[src/rtl/pwr_seq_ctrl_if.sv]
// Bundle of signals between the rail sequencer, the rail/power-good
// hardware and its companion `delay` counter.
//   iEn        : power request level (high = up, low = down)
//   iPwrGood   : per-rail power-good, synchronous to the sequencer clock
//   iDlyDone   : done flag from the `delay` counter
//   oDlyStart  : `delay` start, high only while a spacing interval runs
//   oDlyClr    : `delay` counter clear, high while idle or faulted
//   oRailEn    : rail enables
//   oReady     : all rails up and good
//   oFault     : sticky fault flag
//   oFaultRail : index of the rail that caused the last fault
// slave  : the sequencer's view
// master : the environment's view (rails, supervisor, delay counter)
interface pwr_seq_ctrl_if #(
  parameter int RAILS = 4,
  parameter int IDX_W = ($clog2(RAILS) < 1) ? 1 : $clog2(RAILS)
);
  logic             iEn;
  logic [RAILS-1:0] iPwrGood;
  logic             iDlyDone;
  logic             oDlyStart;
  logic             oDlyClr;
  logic [RAILS-1:0] oRailEn;
  logic             oReady;
  logic             oFault;
  logic [IDX_W-1:0] oFaultRail;

  modport slave (
    input  iEn, iPwrGood, iDlyDone,
    output oDlyStart, oDlyClr, oRailEn, oReady, oFault, oFaultRail
  );

  modport master (
    output iEn, iPwrGood, iDlyDone,
    input  oDlyStart, oDlyClr, oRailEn, oReady, oFault, oFaultRail
  );
endinterface

[src/rtl/pwr_seq_ctrl.sv]
// Rail power sequencer. Enables RAILS rails one at a time in ascending
// order and disables them in descending order, using an external `delay`
// counter to space the steps. Power-good is supervised on the way up and
// while all rails are on; a bad rail drops every rail at once and latches
// a sticky fault with the failing rail index.
// Ports:
//   iClk   : clock, all logic on the rising edge
//   iRst   : asynchronous active-high reset; rails drop immediately
//   seqBus : pwr_seq_ctrl_if slave modport (request, power-good, delay
//            handshake, rail enables and status)
// All outputs are registered and decoded from the next state.
module pwr_seq_ctrl #(
  parameter int RAILS = 4,
  parameter int IDX_W = ($clog2(RAILS) < 1) ? 1 : $clog2(RAILS)
) (
  input logic           iClk,
  input logic           iRst,
  pwr_seq_ctrl_if.slave seqBus
);

  typedef enum logic [2:0] {
    IDLE,
    UP_EN,
    UP_WAIT,
    ON,
    DN_DIS,
    DN_WAIT,
    FAULT
  } state_t;

  localparam logic [IDX_W-1:0] LAST_IDX = IDX_W'(RAILS - 1);

  state_t           state, stateNxt;
  logic [IDX_W-1:0] k, kNxt;
  logic [RAILS-1:0] railEn, railEnNxt;
  logic             ready, readyNxt;
  logic             fault, faultNxt;
  logic [IDX_W-1:0] faultRail, faultRailNxt;
  logic             dlyStart, dlyStartNxt;
  logic             dlyClr, dlyClrNxt;

  logic             en;
  logic [RAILS-1:0] pwrGood;
  logic             dlyDone;

  logic             anyBad;
  logic [IDX_W-1:0] lowBad;
  logic             anyBadBelow;
  logic [IDX_W-1:0] lowBadBelow;

  assign en      = seqBus.iEn;
  assign pwrGood = seqBus.iPwrGood;
  assign dlyDone = seqBus.iDlyDone;

  assign seqBus.oDlyStart  = dlyStart;
  assign seqBus.oDlyClr    = dlyClr;
  assign seqBus.oRailEn    = railEn;
  assign seqBus.oReady     = ready;
  assign seqBus.oFault     = fault;
  assign seqBus.oFaultRail = faultRail;

  // Lowest failing rail overall, and lowest failing rail among those
  // already enabled below the rail currently being brought up. Scanning
  // downward leaves the lowest index as the final assignment.
  always_comb begin
    anyBad      = 1'b0;
    lowBad      = '0;
    anyBadBelow = 1'b0;
    lowBadBelow = '0;
    for (int i = RAILS - 1; i >= 0; i--) begin
      if (!pwrGood[i]) begin
        anyBad = 1'b1;
        lowBad = IDX_W'(i);
        if (IDX_W'(i) < k) begin
          anyBadBelow = 1'b1;
          lowBadBelow = IDX_W'(i);
        end
      end
    end
  end

  always_comb begin
    stateNxt     = state;
    kNxt         = k;
    railEnNxt    = railEn;
    faultRailNxt = faultRail;

    unique case (state)
      IDLE: begin
        if (en) begin
          stateNxt = UP_EN;
          kNxt     = '0;
        end
      end

      UP_EN: stateNxt = UP_WAIT;

      UP_WAIT: begin
        if (anyBadBelow) begin
          stateNxt     = FAULT;
          faultRailNxt = lowBadBelow;
        end else if (!en) begin
          // Power down starts from the rail just enabled.
          stateNxt = DN_DIS;
        end else if (dlyDone) begin
          if (!pwrGood[k]) begin
            stateNxt     = FAULT;
            faultRailNxt = k;
          end else if (k == LAST_IDX) begin
            stateNxt = ON;
          end else begin
            stateNxt = UP_EN;
            kNxt     = k + IDX_W'(1);
          end
        end
      end

      ON: begin
        // A bad rail wins over a simultaneous power-down request.
        if (anyBad) begin
          stateNxt     = FAULT;
          faultRailNxt = lowBad;
        end else if (!en) begin
          stateNxt = DN_DIS;
          kNxt     = LAST_IDX;
        end
      end

      DN_DIS: stateNxt = DN_WAIT;

      DN_WAIT: begin
        if (dlyDone) begin
          if (k == '0) begin
            stateNxt = IDLE;
          end else begin
            stateNxt = DN_DIS;
            kNxt     = k - IDX_W'(1);
          end
        end
      end

      FAULT: begin
        if (!en) begin
          stateNxt = IDLE;
        end
      end

      default: stateNxt = IDLE;
    endcase

    // Registered outputs decoded from the next state. The single cycle of
    // dlyStart low in UP_EN/DN_DIS clears the delay counter so a stale
    // done is never seen in the following wait state.
    unique case (stateNxt)
      UP_EN:       railEnNxt[kNxt] = 1'b1;
      DN_DIS:      railEnNxt[kNxt] = 1'b0;
      FAULT, IDLE: railEnNxt       = '0;
      default:     railEnNxt       = railEn;
    endcase

    readyNxt    = (stateNxt == ON);
    faultNxt    = (stateNxt == FAULT);
    dlyStartNxt = (stateNxt == UP_WAIT) || (stateNxt == DN_WAIT);
    dlyClrNxt   = (stateNxt == IDLE) || (stateNxt == FAULT);
  end

  always_ff @(posedge iClk or posedge iRst) begin
    if (iRst) begin
      state     <= IDLE;
      k         <= '0;
      railEn    <= '0;
      ready     <= 1'b0;
      fault     <= 1'b0;
      faultRail <= '0;
      dlyStart  <= 1'b0;
      dlyClr    <= 1'b1;
    end else begin
      state     <= stateNxt;
      k         <= kNxt;
      railEn    <= railEnNxt;
      ready     <= readyNxt;
      fault     <= faultNxt;
      faultRail <= faultRailNxt;
      dlyStart  <= dlyStartNxt;
      dlyClr    <= dlyClrNxt;
    end
  end

endmodule

[src/flat_wrapper.sv]
// flat-port wrapper written by rule: the top's interface ports become plain ports
module pwr_seq_ctrl_flat 
#(
  parameter int RAILS = 4,
  parameter int IDX_W = ($clog2(RAILS) < 1) ? 1 : $clog2(RAILS)
)
  (iClk, iRst, seqBus_iEn, seqBus_iPwrGood, seqBus_iDlyDone, seqBus_oDlyStart, seqBus_oDlyClr, seqBus_oRailEn, seqBus_oReady, seqBus_oFault, seqBus_oFaultRail);
  pwr_seq_ctrl_if #(.RAILS(RAILS), .IDX_W(IDX_W)) seqBus_i ();
  input logic iClk;
  input logic iRst;
  input wire logic [$bits(seqBus_i.iEn)-1:0] seqBus_iEn;
  input wire logic [$bits(seqBus_i.iPwrGood)-1:0] seqBus_iPwrGood;
  input wire logic [$bits(seqBus_i.iDlyDone)-1:0] seqBus_iDlyDone;
  output wire logic [$bits(seqBus_i.oDlyStart)-1:0] seqBus_oDlyStart;
  output wire logic [$bits(seqBus_i.oDlyClr)-1:0] seqBus_oDlyClr;
  output wire logic [$bits(seqBus_i.oRailEn)-1:0] seqBus_oRailEn;
  output wire logic [$bits(seqBus_i.oReady)-1:0] seqBus_oReady;
  output wire logic [$bits(seqBus_i.oFault)-1:0] seqBus_oFault;
  output wire logic [$bits(seqBus_i.oFaultRail)-1:0] seqBus_oFaultRail;
  assign seqBus_i.iEn = seqBus_iEn;
  assign seqBus_i.iPwrGood = seqBus_iPwrGood;
  assign seqBus_i.iDlyDone = seqBus_iDlyDone;
  assign seqBus_oDlyStart = seqBus_i.oDlyStart;
  assign seqBus_oDlyClr = seqBus_i.oDlyClr;
  assign seqBus_oRailEn = seqBus_i.oRailEn;
  assign seqBus_oReady = seqBus_i.oReady;
  assign seqBus_oFault = seqBus_i.oFault;
  assign seqBus_oFaultRail = seqBus_i.oFaultRail;
  pwr_seq_ctrl #(.RAILS(RAILS), .IDX_W(IDX_W)) u_core (.iClk(iClk), .iRst(iRst), .seqBus(seqBus_i));
endmodule
[config.mk]
export PLATFORM = sky130hd
export DESIGN_NAME = pwr_seq_ctrl_flat
export DESIGN_NICKNAME = d
export VERILOG_FILES = /design/src/rtl/pwr_seq_ctrl_if.sv /design/src/rtl/pwr_seq_ctrl.sv /design/src/flat_wrapper.sv
export SDC_FILE = /design/constraint.sdc
export NUM_CORES = 1
export LEC_CHECK = 0
export BUFFER_PORTS_ARGS = -buffer_cell sky130_fd_sc_hd__buf_2
export CAP_MARGIN = 20
export CORE_MARGIN = 5
export CORE_UTILIZATION = 50
export CTS_BUF_LIST = sky130_fd_sc_hd__clkbuf_16
export DETAILED_ROUTE_END_ITERATION = 8
export GPL_TIMING_DRIVEN = 1
export PLACE_DENSITY = 0.75
export SLEW_MARGIN = 20
export SYNTH_ARGS = -nofsm -noshare
export SYNTH_HDL_FRONTEND = slang
export SYNTH_SLANG_ARGS = --single-unit
[constraint.sdc]
create_clock -name iClk -period 1.9 [get_ports iClk]
set_input_delay 0.57 -clock iClk [delete_from_list [all_inputs] [get_ports iClk]]
set_output_delay 0.57 -clock iClk [all_outputs]
set_load 0.005 [all_outputs]
==> run_summary.xml <==
<?xml version="1.0" encoding="UTF-8"?>
<metrics>
  <group name="synth">
    <metric name="synth.largest_area_cell" unit="">dfrtp_1</metric>
    <metric name="synth_nets" unit="">133</metric>
    <metric name="synth_area_per_cell" unit="um2">8.85</metric>
    <metric name="synthesized_instance_count" unit="">125</metric>
    <metric name="ys_seq_area_share" unit="%">34.0</metric>
    <metric name="synth_enable_flop_cells" unit="">0</metric>
    <metric name="yosys.area.top_type_share" unit="%">31.7</metric>
    <metric name="synthesis.yosys.warnings" unit="">0</metric>
    <metric name="async_reset_ff_share" unit="%">100</metric>
    <metric name="synth.cell_area" unit="mm2">0.00111</metric>
    <metric name="flop_and_latch_count_out_of_synthesis" unit="">15</metric>
    <metric name="synth_ff_type" unit="">dfrtp_1</metric>
    <metric name="netlist-cell-type-count" unit="">52</metric>
    <metric name="netlist_top_cells_area" unit="">dfrtp_1, inv_1, mux2i_1, nand2_1, nor2_1</metric>
  </group>
  <group name="die">
    <metric name="die_h" unit="um">57.0</metric>
    <metric name="ios" unit="">18</metric>
    <metric name="row_count" unit="">17</metric>
    <metric name="core_region_area" unit="mm2">0.00217</metric>
    <metric name="initial_utilization" unit="%">51.0</metric>
    <metric name="die-width" unit="um">57.0</metric>
    <metric name="fp.dieArea" unit="mm2">0.00325</metric>
  </group>
  <group name="job">
    <metric name="cap_viol_max_count" unit="">0</metric>
  </group>
  <group name="routing">
    <metric name="routed_wire_length_per_instance" unit="um">16.9</metric>
    <metric name="via_count_of_the_routed_design" unit="">1213</metric>
    <metric name="wirelength" unit="um">3530</metric>
    <metric name="ant_nets" unit="">0</metric>
    <metric name="route.detailed.drc" unit="">0</metric>
    <metric name="drtIter0Drc" unit="">53</metric>
    <metric name="first_pass_iters" unit="">5</metric>
    <metric name="detail_route.vias_per_cell" unit="">5.80</metric>
  </group>
  <group name="worst_setup_path">
    <metric name="r2r_slack" unit="ns">0.01</metric>
    <metric name="r2r_start" unit="">u_core.state[2]</metric>
    <metric name="critical_path_required" unit="ns">2.06</metric>
    <metric name="criticalPathCategory" unit="">reg -&gt; reg</metric>
    <metric name="crit_fanout" unit="">8</metric>
    <metric name="timing.critical_path.from_type" unit="">register</metric>
    <metric name="r2r_end" unit="">u_core.seqBus.oRailEn[2]</metric>
    <metric name="critical_path.endpoint_type" unit="">register</metric>
    <metric name="cp_data_arrival_time" unit="ns">2.05</metric>
    <metric name="reg2reg_depth" unit="">6</metric>
  </group>
  <group name="timing">
    <metric name="timing.final.crit_share" unit="%">99.3</metric>
    <metric name="timing_worst_slew_pin_value" unit="ns">0.551</metric>
    <metric name="grt_setup_unrepaired" unit="">yes</metric>
    <metric name="report.final.slew_viol_count" unit="">0</metric>
    <metric name="worst_slack" unit="ns">0.0131</metric>
    <metric name="timing.fmax" unit="MHz">530</metric>
    <metric name="setup_violations" unit="">0</metric>
    <metric name="slew_headroom" unit="%">63.2</metric>
    <metric name="whs" unit="ns">0.368</metric>
    <metric name="finalWorstPathRequiredPeriod" unit="ns">1.89</metric>
    <metric name="timing.clock.skew" unit="ns">0.00803</metric>
    <metric name="final-hold-violation-count" unit="">0</metric>
  </group>
  <group name="clock_network">
    <metric name="cts_tree" unit="">yes</metric>
    <metric name="clock_latency_reported_for_the_late_side_of_the_worst_skew_pair" unit="ns">0.25</metric>
    <metric name="h_tree_levels" unit="">1</metric>
    <metric name="holdBufCountCts" unit="">0</metric>
    <metric name="clock_path_buffers" unit="">2</metric>
    <metric name="clk_pin_slew" unit="ns">0.05</metric>
    <metric name="cts.sinks" unit="">15</metric>
    <metric name="cts_root_buffer" unit="">clkbuf_16</metric>
    <metric name="cts_inserted_buffers" unit="">3</metric>
  </group>
  <group name="global_route">
    <metric name="grt_remaining_overflow" unit="">0</metric>
    <metric name="grt_first_pass_wirelength" unit="um">5430</metric>
    <metric name="grt_max_degree" unit="">16</metric>
    <metric name="first_global_vias" unit="">1190</metric>
    <metric name="antenna_found_initial" unit="">0</metric>
    <metric name="grt_use_total" unit="%">21.1</metric>
  </group>
  <group name="pwr">
    <metric name="total_power" unit="W">0.00233</metric>
    <metric name="cell_area_power_density" unit="mW/mm2">1380</metric>
    <metric name="p_leak" unit="nW">0.765</metric>
    <metric name="worst_vdd_rail_ir_drop" unit="uV">1130</metric>
  </group>
  <group name="cells_and_area">
    <metric name="layout.cells.most_common" unit="">buf_4</metric>
    <metric name="fraction_of_layout_instances_using_a_drive_strength_above_1" unit="%">51.4</metric>
    <metric name="postLayoutCoreUtil" unit="%">77.9</metric>
    <metric name="num_antenna_cells" unit="">0</metric>
    <metric name="final_std_cells_w_o_fill" unit="">209</metric>
    <metric name="areaGrowthSynthToFinish" unit="%">52.7</metric>
    <metric name="final_nets" unit="">190</metric>
    <metric name="leading_cell_types_in_the_layout_fill_and_taps_excluded" unit="">buf_4, buf_2, inv_1, dfrtp_1, nand2_1</metric>
  </group>
  <group name="placed_design">
    <metric name="post-dp-hpwl" unit="um">2460</metric>
    <metric name="gpl.final_weighted_congestion" unit="">0.932</metric>
    <metric name="place_worst_setup_slack" unit="ns">-0.236</metric>
    <metric name="port_buffers" unit="">17</metric>
    <metric name="dp_cells" unit="">200</metric>
  </group>
  <group name="outcome">
    <metric name="status" unit="">complete, no violations</metric>
  </group>
  <group name="hold_path">
    <metric name="hold_class" unit="">in -&gt; async</metric>
  </group>
</metrics>
worst max-delay path: stages, from the launching register on:
cell      delay (ns)
dfrtp_2         0.46
or4b_4          0.55
o211ai_2        0.09
o21a_4          0.18
nand2_4         0.06
a2111o_1        0.38
o221ai_1        0.08
synthesized netlist by cell type (2+ instances only):
cell type / n
nand2_1: 9
nand4_1: 3
o221ai_1: 2
o21ai_0: 2
and3_1: 3
nand3_1: 3
o211ai_1: 3
a21oi_1: 6
nor2b_1: 3
o22ai_1: 2
o311ai_0: 2
inv_2: 2
a21oi_2: 2
nor2_1: 9
nand4bb_1: 2
a211oi_1: 2
o21ai_1: 2
mux2i_1: 4
nor3_1: 3
buf_2: 4
inv_1: 12
dfrtp_1: 14
nor3b_1: 2
area by class of cell:
class                      instances  area, um2
clock inverter                     1       5.00
multi-input combinational         89        733
clock buffer                       3       75.1
tap                               28       35.0
inverter                          15       58.8
timing repair buffer              58        400
sequential                        15        382
fill                             155        480
state kept, by name (all words and copies together) (netlist names):
register and flops:
u_core.seqBus.oFault 1, u_core.state 3, u_core.seqBus.oRailEn 4, u_core.k 2
u_core.seqBus.oFaultRail 2, u_core.seqBus.oDlyClr 1, u_core.seqBus.oReady 1, u_core.seqBus.oDlyStart 1
worst max path at each step:
stage	from	endpoint	slack [ns]	cells past startpoint
6_report	u_core.state[2]	u_core.seqBus.oRailEn[2]	0.01	6
2_1_floorplan	seqBus_iEn	u_core.seqBus.oRailEn[2]	-0.002	7
5_1_grt	u_core.state[2]	u_core.seqBus.oRailEn[3]	-0.04	9
3_5_place_dp	seqBus_iPwrGood[0]	u_core.seqBus.oDlyStart	-0.24	8
4_1_cts	u_core.state[1]	u_core.seqBus.oRailEn[2]	0.003	6
3_3_place_gp	seqBus_iPwrGood[0]	u_core.seqBus.oDlyStart	-0.20	8
where the power goes:
part	switching, W	internal (W)	total [W]
logic	0.000693	0.000645	0.00134
clock network	0.000129	0.000281	0.000409
registers	0.000135	0.000446	0.000581
total	0.000957	0.00137	0.00233
stage by stage:
step / area [um2] / TNS [ns]
final: 1690 / 0
after global routing: 1690 / -0.189
after CTS: 1560 / 0
after detailed placement: 1460 / -1.45
after global placement: 1460 / -0.897
after floorplan: 1120 / -0.00239
metal layers:
metal,GRT usage (%),share of wire [%],routed length [um]
met1,24.1,41,1460
met2,36.5,53,1880
met3,4.98,3.1,110
met4,10.9,2.2,78
met5,0,0,0
cells by family (layout without fill, tap and decap cells):
kind of cell	after synthesis	after routing	synth area share, %
AOI/OAI and AO/OA	36	36	26.7
and+or+nand+nor	49	49	27.0
buffers and inverters	21	77	8.60
DFF	15	15	34.1
muxes	4	4	3.62
timing repair:
| action | CTS | global route |
|---|---|---|
| resized for setup | 4 | 20 |
| setup buffers | 1 | 4 |
| endpoints found under the setup margin | 5 | 7 |
| pin swaps | 0 | 4 |
Power figures use the tool's default switching activity.
